===== src/rtl/ariane_irq_sync.sv =====
// ariane_irq_sync: per-line synchronizers plus optional debounce filters for
// the asynchronous interrupt/debug inputs of the core.
// Build macro IRQ_SYNC_FILTER_EN: when defined, each line passes through a
// stability filter and rejected glitches are counted; when undefined, each
// output is just the last synchronizer stage and glitch_cnt_o is 0.

module ariane_irq_sync_lane #(
  parameter int SyncStages   = 2,
  parameter int FilterCycles = 3
) (
  input  logic clk_i,
  input  logic rst_ni,
  input  logic d_i,
  output logic q_o,
  output logic glitch_o
);

  logic [SyncStages-1:0] sync_q;
  logic                  s;

  // synchronizer chain; only the last stage is used downstream
  always_ff @(posedge clk_i or negedge rst_ni) begin
    if (!rst_ni) sync_q <= '0;
    else         sync_q <= {sync_q[SyncStages-2:0], d_i};
  end

  assign s = sync_q[SyncStages-1];

`ifdef IRQ_SYNC_FILTER_EN
  localparam logic [3:0] CntMax = 4'(FilterCycles - 1);

  logic       out_q, out_d;
  logic [3:0] cnt_q, cnt_d;
  logic       glitch;

  // filter decision: toggle after FilterCycles consecutive differing samples,
  // flag a glitch when the level returns before that happens
  always_comb begin
    out_d  = out_q;
    cnt_d  = '0;
    glitch = 1'b0;
    if (s != out_q) begin
      if (cnt_q == CntMax) out_d = ~out_q;
      else                 cnt_d = cnt_q + 4'd1;
    end else begin
      glitch = (cnt_q != '0);
    end
  end

  // filter state
  always_ff @(posedge clk_i or negedge rst_ni) begin
    if (!rst_ni) begin
      out_q <= 1'b0;
      cnt_q <= '0;
    end else begin
      out_q <= out_d;
      cnt_q <= cnt_d;
    end
  end

  assign q_o      = out_q;
  assign glitch_o = glitch;
`else
  assign q_o      = s;
  assign glitch_o = 1'b0;
`endif

endmodule

module ariane_irq_sync #(
  parameter int SyncStages   = 2,
  parameter int FilterCycles = 3
) (
  input  logic       clk_i,
  input  logic       rst_ni,
  input  logic [1:0] irq_i,
  input  logic       ipi_i,
  input  logic       time_irq_i,
  input  logic       debug_req_i,
  output logic [1:0] irq_o,
  output logic       ipi_o,
  output logic       time_irq_o,
  output logic       debug_req_o,
  output logic [7:0] glitch_cnt_o
);

  localparam int NumLines = 5;

  if (SyncStages < 2 || SyncStages > 4) begin : g_bad_sync_stages
    $error("ariane_irq_sync: SyncStages must be in 2..4");
  end
  if (FilterCycles < 1 || FilterCycles > 15) begin : g_bad_filter_cycles
    $error("ariane_irq_sync: FilterCycles must be in 1..15");
  end

  // line order: {debug, time, ipi, irq[1], irq[0]}
  logic [NumLines-1:0] line_in, line_out, glitch;

  assign line_in = {debug_req_i, time_irq_i, ipi_i, irq_i};

  for (genvar i = 0; i < NumLines; i++) begin : g_lane
    ariane_irq_sync_lane #(
      .SyncStages  (SyncStages),
      .FilterCycles(FilterCycles)
    ) u_lane (
      .clk_i   (clk_i),
      .rst_ni  (rst_ni),
      .d_i     (line_in[i]),
      .q_o     (line_out[i]),
      .glitch_o(glitch[i])
    );
  end

  assign irq_o       = line_out[1:0];
  assign ipi_o       = line_out[2];
  assign time_irq_o  = line_out[3];
  assign debug_req_o = line_out[4];

`ifdef IRQ_SYNC_FILTER_EN
  logic [7:0] gcnt_q, gcnt_d;
  logic [2:0] n_glitch;
  logic [8:0] gsum;

  // several lanes may glitch together: add them all, clamp at 255
  always_comb begin
    n_glitch = '0;
    for (int i = 0; i < NumLines; i++) n_glitch = n_glitch + 3'(glitch[i]);
    gsum   = {1'b0, gcnt_q} + 9'(n_glitch);
    gcnt_d = gsum[8] ? 8'hff : gsum[7:0];
  end

  // glitch counter register
  always_ff @(posedge clk_i or negedge rst_ni) begin
    if (!rst_ni) gcnt_q <= '0;
    else         gcnt_q <= gcnt_d;
  end

  assign glitch_cnt_o = gcnt_q;
`else
  logic unused_glitch;
  assign unused_glitch = ^glitch;
  assign glitch_cnt_o  = '0;
`endif

endmodule


===== config.mk =====
export PLATFORM = sky130hd
export DESIGN_NAME = ariane_irq_sync
export DESIGN_NICKNAME = d
export VERILOG_FILES = /design/src/rtl/ariane_irq_sync.sv
export SDC_FILE = /design/constraint.sdc
export NUM_CORES = 1
export LEC_CHECK = 0
export CAP_MARGIN = 10
export CORE_AREA = 4 4 41 43
export DETAILED_ROUTE_END_ITERATION = 8
export DIE_AREA = 0 0 45 47
export PLACE_DENSITY_LB_ADDON = 0.12
export SETUP_SLACK_MARGIN = 0.2
export SLEW_MARGIN = 20
export SYNTH_ARGS = -nofsm -noshare
export SYNTH_HDL_FRONTEND = slang
export SYNTH_SLANG_ARGS = --single-unit

===== constraint.sdc =====
create_clock -name clk_i -period 1.36 [get_ports clk_i]
set_clock_uncertainty 0.05 [all_clocks]
set_input_delay 0.408 -clock clk_i [delete_from_list [all_inputs] [get_ports clk_i]]
set_output_delay 0.408 -clock clk_i [all_outputs]
set_load 0.005 [all_outputs]

==> results of run 1 <==
==> cells in the final DEF (no fill, tap or decap), drive strengths merged <==
cell type	instances
buf	5
clkdlybuf4s50	6
clkbuf	3
dfrtp	10
conb	8
==> cell families after synthesis <==
group / share of synthesized area
flops: 0.760
other cells: 0.0114
buf+inv: 0.228
==> metal layers <==
layer,track usage,part of all wire,wire [um]
met1,0.0474,0.32,123
met5,0,0,0
met2,0.0678,0.45,173
met4,0.0702,0.016,6
met3,0.0383,0.21,82
==> power by group through the flow <==
stage,combinational [mW],sequential (mW),clock [mW]
6_report,0.0356,0.315,0.187
5_1_grt,0.0407,0.317,0.215
4_1_cts,0.0360,0.316,0.198
3_5_place_dp,0.0433,0.322,0
3_3_place_gp,0.0428,0.321,0
2_1_floorplan,0.0262,0.322,0
==> per-stage QoR <==
stage	utilization	instances	total power, mW
6_report	0.313	47	0.538
3_5_place_dp	0.314	44	0.365
2_1_floorplan	-	28	0.348
3_3_place_gp	0.314	44	0.364
5_1_grt	0.313	47	0.572
4_1_cts	0.313	47	0.550
==> cell type report <==
class / count / area [sq um]
clock buffers: 3 / 22.5
fillers: 130 / 895
multi-input cells: 8 / 30.0
flip-flops and latches: 10 / 250
well taps: 15 / 18.8
repair buffers: 11 / 85.1
==> worst max path at each step <==
stage,start,end,depth (start not counted)
2_1_floorplan,g_lane[0].u_lane.sync_q[1]$_DFF_PN0_,irq_o[0],1
3_3_place_gp,g_lane[3].u_lane.sync_q[1]$_DFF_PN0_,time_irq_o,1
3_5_place_dp,g_lane[2].u_lane.sync_q[1]$_DFF_PN0_,ipi_o,1
4_1_cts,g_lane[1].u_lane.sync_q[1]$_DFF_PN0_,irq_o[1],1
5_1_grt,g_lane[2].u_lane.sync_q[1]$_DFF_PN0_,ipi_o,1
6_report,g_lane[1].u_lane.sync_q[1]$_DFF_PN0_,irq_o[1],1
==> impl_metrics.py, run 1 <==
metrics = {
    "sta": {
        "timing.final.crit_share": 0.871,
        "fin_setup_tns_ns": 0,
        "hold_ws_ns": 0.297,
        "period_needed_ns": 1.19,
        "setup_violations": 0,
        "rsz0062_at_grt": "true",
        "fmax_mhz": 844,
        "slew_violations": 0,
        "setup_ws_ns": 0.175,
        "hold_viol_final": 0,
    },
    "drt": {
        "drcViolationCount": 0,
        "drt-initial-drc-count": 0,
        "wl_per_cell_um": 8.21,
        "dr_total_vias": 148,
        "drt_first_pass_iters": 1,
        "ant_nets": 0,
        "routed_via_density": 3.15,
        "wirelength_um": 386,
    },
    "clock_network": {
        "htreeDepth": 1,
        "root_buffer": "clkbuf_4",
        "clk_latency_ns": 0.25,
        "cts_made_buffers": 3,
        "numClockSinks": 10,
        "cts.repair.resized": 20,
        "post_cts_buffers": 0,
        "clk_path_buf_depth": 2,
        "path_clk_slew_ns": 0.06,
        "cts_tree": "done",
        "cts.hold.buffers_added": 0,
    },
    "global_routing": {
        "antenna_found_initial": 0,
        "grt_pass1_vias": 171,
        "grt.total_usage": 0.0529,
        "grt_pass1_wl_um": 690,
        "gr-total-overflow": 0,
        "grt_max_degree": 11,
    },
    "layout": {
        "layout-drive-gt1-share": 0.250,
        "final_nets": 41,
        "largest_reg_flops": 10,
        "antenna_cells": 0,
        "syn2layout_area_growth_pct": 23.6,
        "reg_top3": "g_lane.u_lane.sync_q (10)",
        "fin_area_sq_um": 407,
        "top_register": "g_lane.u_lane.sync_q",
    },
    "job": {
        "max_cap_violations": 0,
    },
    "synth": {
        "syn_area_sq_um": 329,
        "syn_area_per_cell_sq_um": 15.7,
        "ys_seq_elements": 10,
        "yosys-top-cells-count": "buf_4 (10), dfrtp_1 (10), conb_1 (1)",
        "ys_seq_area_frac": 0.760,
        "yosysWarningCount": 0,
        "synth_top_area_frac": 0.760,
        "syn_inst": 21,
        "yosysTopAreaCell": "dfrtp_1",
        "ys_top_cells_by_area": "dfrtp_1 (76%), buf_4 (23%), conb_1 (1.1%)",
        "async_reset_ff_frac": 1.00,
        "synth_ff_type": "dfrtp_1",
        "synth_edf_count": 0,
        "synth.distinct_cells": 3,
    },
    "pwr": {
        "leakagePower_nw": 0.199,
        "p_int_uw": 434,
        "p_sw_frac": 0.195,
        "combPwrFrac": 0.066,
        "power.density_nw_per_um2": 1320,
        "ir_drop_mv": 0.429,
        "clkPwrFrac": 0.348,
        "p_seq_frac": 0.586,
        "power.switching_uw": 105,
    },
    "worst_setup_path": {
        "critPathTopFamily": "flip-flops",
        "start_kind": "flop",
        "r2r_end": "g_lane[4].u_lane.sync_q[1]$_DFF_PN0_",
        "cp_cell_sequence": "buf_2",
        "r2r_start": "g_lane[4].u_lane.sync_q[0]$_DFF_PN0_",
        "cp-end-kind": "primary output",
        "crit_path_max_incr_delay_ns": 0.35,
        "r2r_cells": 0,
        "crit_arrival_ns": 0.73,
        "slowest_stage": "dfrtp_1",
        "worstPathRequired_ns": 0.90,
        "cp_num_buf_inv": 1,
        "reg2reg_slack_ns": 0.83,
        "critPathKind": "flop to primary output",
        "cp_max_fo": 1,
    },
    "floorplanning": {
        "die_h_um": 47,
        "num_rows": 13,
        "die_area_sq_um": 2120,
        "start_util": 0.253,
        "die_width_um": 45,
        "ios": 20,
        "fp.coreArea_sq_um": 1300,
    },
    "place": {
        "detailedPlace.worstSlack_ns": 0.103,
        "gp_congestion": 0.559,
        "port_buffers": 11,
        "place_area_sq_um": 409,
    },
    "run_status": {
        "outcome": "finished clean",
    },
    "hold_path": {
        "worstHoldEndpoint": "g_lane[3].u_lane.sync_q[1]$_DFF_PN0_",
        "whs_path_depth": 0,
        "hold_path.startpoint": "g_lane[3].u_lane.sync_q[0]$_DFF_PN0_",
        "min_path_type": "flop to flop",
    },
}
Note: power is estimated with default switching activity, not from simulation.
==> run 2: changes to the inputs <==
--- a/config.mk
+++ b/config.mk
@@ -7,6 +7,7 @@
 export LEC_CHECK = 0
 export CAP_MARGIN = 10
 export CORE_AREA = 4 4 41 43
+export CTS_CLUSTER_DIAMETER = 50
 export DETAILED_ROUTE_END_ITERATION = 8
 export DIE_AREA = 0 0 45 47
 export PLACE_DENSITY_LB_ADDON = 0.12
==> results of run 2 <==
The final DEF is identical to that of run 1; final timing and power are the same.
==> run 3: changes to the inputs <==
--- a/config.mk
+++ b/config.mk
@@ -10,6 +10,7 @@
 export CTS_CLUSTER_DIAMETER = 50
 export DETAILED_ROUTE_END_ITERATION = 8
 export DIE_AREA = 0 0 45 47
+export DONT_BUFFER_PORTS = 1
 export PLACE_DENSITY_LB_ADDON = 0.12
 export SETUP_SLACK_MARGIN = 0.2
 export SLEW_MARGIN = 20
==> impl_metrics.py, run 3 (synthesis results as in run 1) <==
metrics = {
    "floorplanning": {
        "die_width_um": 45,
        "num_rows": 13,
        "die_area_sq_um": 2120,
        "start_util": 0.253,
        "fp.coreArea_sq_um": 1300,
        "ios": 20,
        "die_h_um": 47,
    },
    "worst_setup_path": {
        "crit_arrival_ns": 0.65,
        "worstPathRequired_ns": 0.90,
        "start_kind": "flop",
        "reg2reg_slack_ns": 0.83,
        "crit_start": "g_lane[0].u_lane.sync_q[1]$_DFF_PN0_",
        "r2r_end": "g_lane[3].u_lane.sync_q[1]$_DFF_PN0_",
        "path_depth": 0,
        "r2r_cells": 0,
        "r2r_start": "g_lane[3].u_lane.sync_q[0]$_DFF_PN0_",
        "cp-endpoint": "irq_o[0]",
        "cp-end-kind": "primary output",
        "critPathKind": "flop to primary output",
        "cp_max_fo": 1,
    },
    "hold_path": {
        "min_path_type": "primary input to flop",
    },
    "sta": {
        "fmax_mhz": 907,
        "hold_viol_final": 0,
        "setup_violations": 0,
        "period_needed_ns": 1.10,
        "rsz0062_at_grt": "false",
        "fin_setup_tns_ns": 0,
        "slew_violations": 0,
        "timing.final.crit_share": 0.811,
    },
    "clock_network": {
        "clk_path_buf_depth": 2,
        "cts_made_buffers": 3,
        "htreeDepth": 1,
        "numClockSinks": 10,
        "clk_latency_ns": 0.26,
        "root_buffer": "clkbuf_4",
        "cts_tree": "done",
        "path_clk_slew_ns": 0.06,
        "cts.repair.resized": 0,
    },
    "global_routing": {
        "gr-total-overflow": 0,
        "antenna_found_initial": 0,
        "grt_pass1_vias": 159,
        "grt.total_usage": 0.0521,
        "grt_pass1_wl_um": 634,
        "grt_max_degree": 11,
    },
    "drt": {
        "wirelength_um": 384,
        "drcViolationCount": 0,
        "routed_via_density": 3.39,
        "wl_per_cell_um": 10.1,
        "dr_total_vias": 129,
        "drt-initial-drc-count": 0,
        "ant_nets": 0,
        "drt_first_pass_iters": 1,
    },
    "layout": {
        "layout_common_cells": "dfrtp_1 (10), conb_1 (8), clkbuf_4 (3), clkbuf_8 (1), dlygate4sd3_1 (1)",
        "largest_reg_flops": 10,
        "syn2layout_area_growth_pct": 4.94,
        "fin_util": 0.265,
        "reg_top3": "g_lane.u_lane.sync_q (10)",
        "top_register": "g_lane.u_lane.sync_q",
        "final_common_cell": "dfrtp_1",
        "final_nets": 31,
        "layout-drive-gt1-share": 0.174,
        "stdcell_count": 38,
        "antenna_cells": 0,
    },
    "pwr": {
        "ir_drop_mv": 0.476,
        "leakagePower_nw": 0.168,
        "power.density_nw_per_um2": 1710,
    },
    "place": {
        "port_buffers": 0,
        "gp_congestion": 0.560,
        "place_inst": 33,
    },
    "run_status": {
        "outcome": "finished clean",
    },
    "job": {
        "max_cap_violations": 0,
    },
}
==> run 3: cell types whose count changed in the layout (fill, tap and decap cells not counted) <==
cell / previous run / this run
buf_2: 5 / 0
clkbuf_8: 0 / 1
clkdlybuf4s50_1: 6 / 0
dlygate4sd3_1: 0 / 1
==> run 3: cell type report <==
class                           instances  area, sq um
Sequential cell                        10          250
Multi-Input combinational cell          8         30.0
Tap cell                               15         18.8
Fill cell                             138          956
Timing Repair Buffer                    1         10.0
Clock buffer                            4         36.3
==> run 3: what timing repair did <==
action | in CTS | in global routing
endpoints found under the hold margin | 10 | 0
hold buffers | 1 | 0
buffers inserted | 0 | 0
==> run 3: metrics by stage <==
stage / cell area, sq um / hold slack (ns) / setup WS [ns] / total power [mW]
6_report: 345 / 0.120 / 0.257 / 0.592
3_5_place_dp: 299 / 0.0626 / 0.535 / 0.330
5_1_grt: 345 / 0.0901 / 0.217 / 0.630
3_3_place_gp: 299 / 0.0626 / 0.536 / 0.329
2_1_floorplan: 355 / 0.0624 / 0.444 / 0.348
4_1_cts: 345 / 0.109 / 0.241 / 0.603
==> run 3: worst min path at each step <==
stage                    start                              endpoint  slack [ns]  cells past startpoint
CTS                 time_irq_i  g_lane[3].u_lane.sync_q[0]$_DFF_PN0_        0.11                      0
floorplan               rst_ni  g_lane[0].u_lane.sync_q[0]$_DFF_PN0_        0.06                      0
global placement        rst_ni  g_lane[4].u_lane.sync_q[1]$_DFF_PN0_        0.06                      0
detailed placement      rst_ni  g_lane[4].u_lane.sync_q[0]$_DFF_PN0_        0.06                      0
finish              time_irq_i  g_lane[3].u_lane.sync_q[0]$_DFF_PN0_        0.12                      0
global route             ipi_i  g_lane[2].u_lane.sync_q[0]$_DFF_PN0_        0.09                      0
==> run 3: power by group <==
group | internal [mW] | switching [mW] | total [mW]
Clock | 0.162 | 0.0982 | 0.261
Combinational | 0.00197 | 0.0104 | 0.0124
Sequential | 0.312 | 0.00612 | 0.319
==> run 3: metal layers <==
layer  vias to the layer above  part of all wire  global-route usage
li1                         47                 -                   -
met1                        60              0.42              0.0450
met2                        19              0.37              0.0621
met3                         3              0.13              0.0230
met4                         0             0.073               0.105
met5                         -                 0                   0
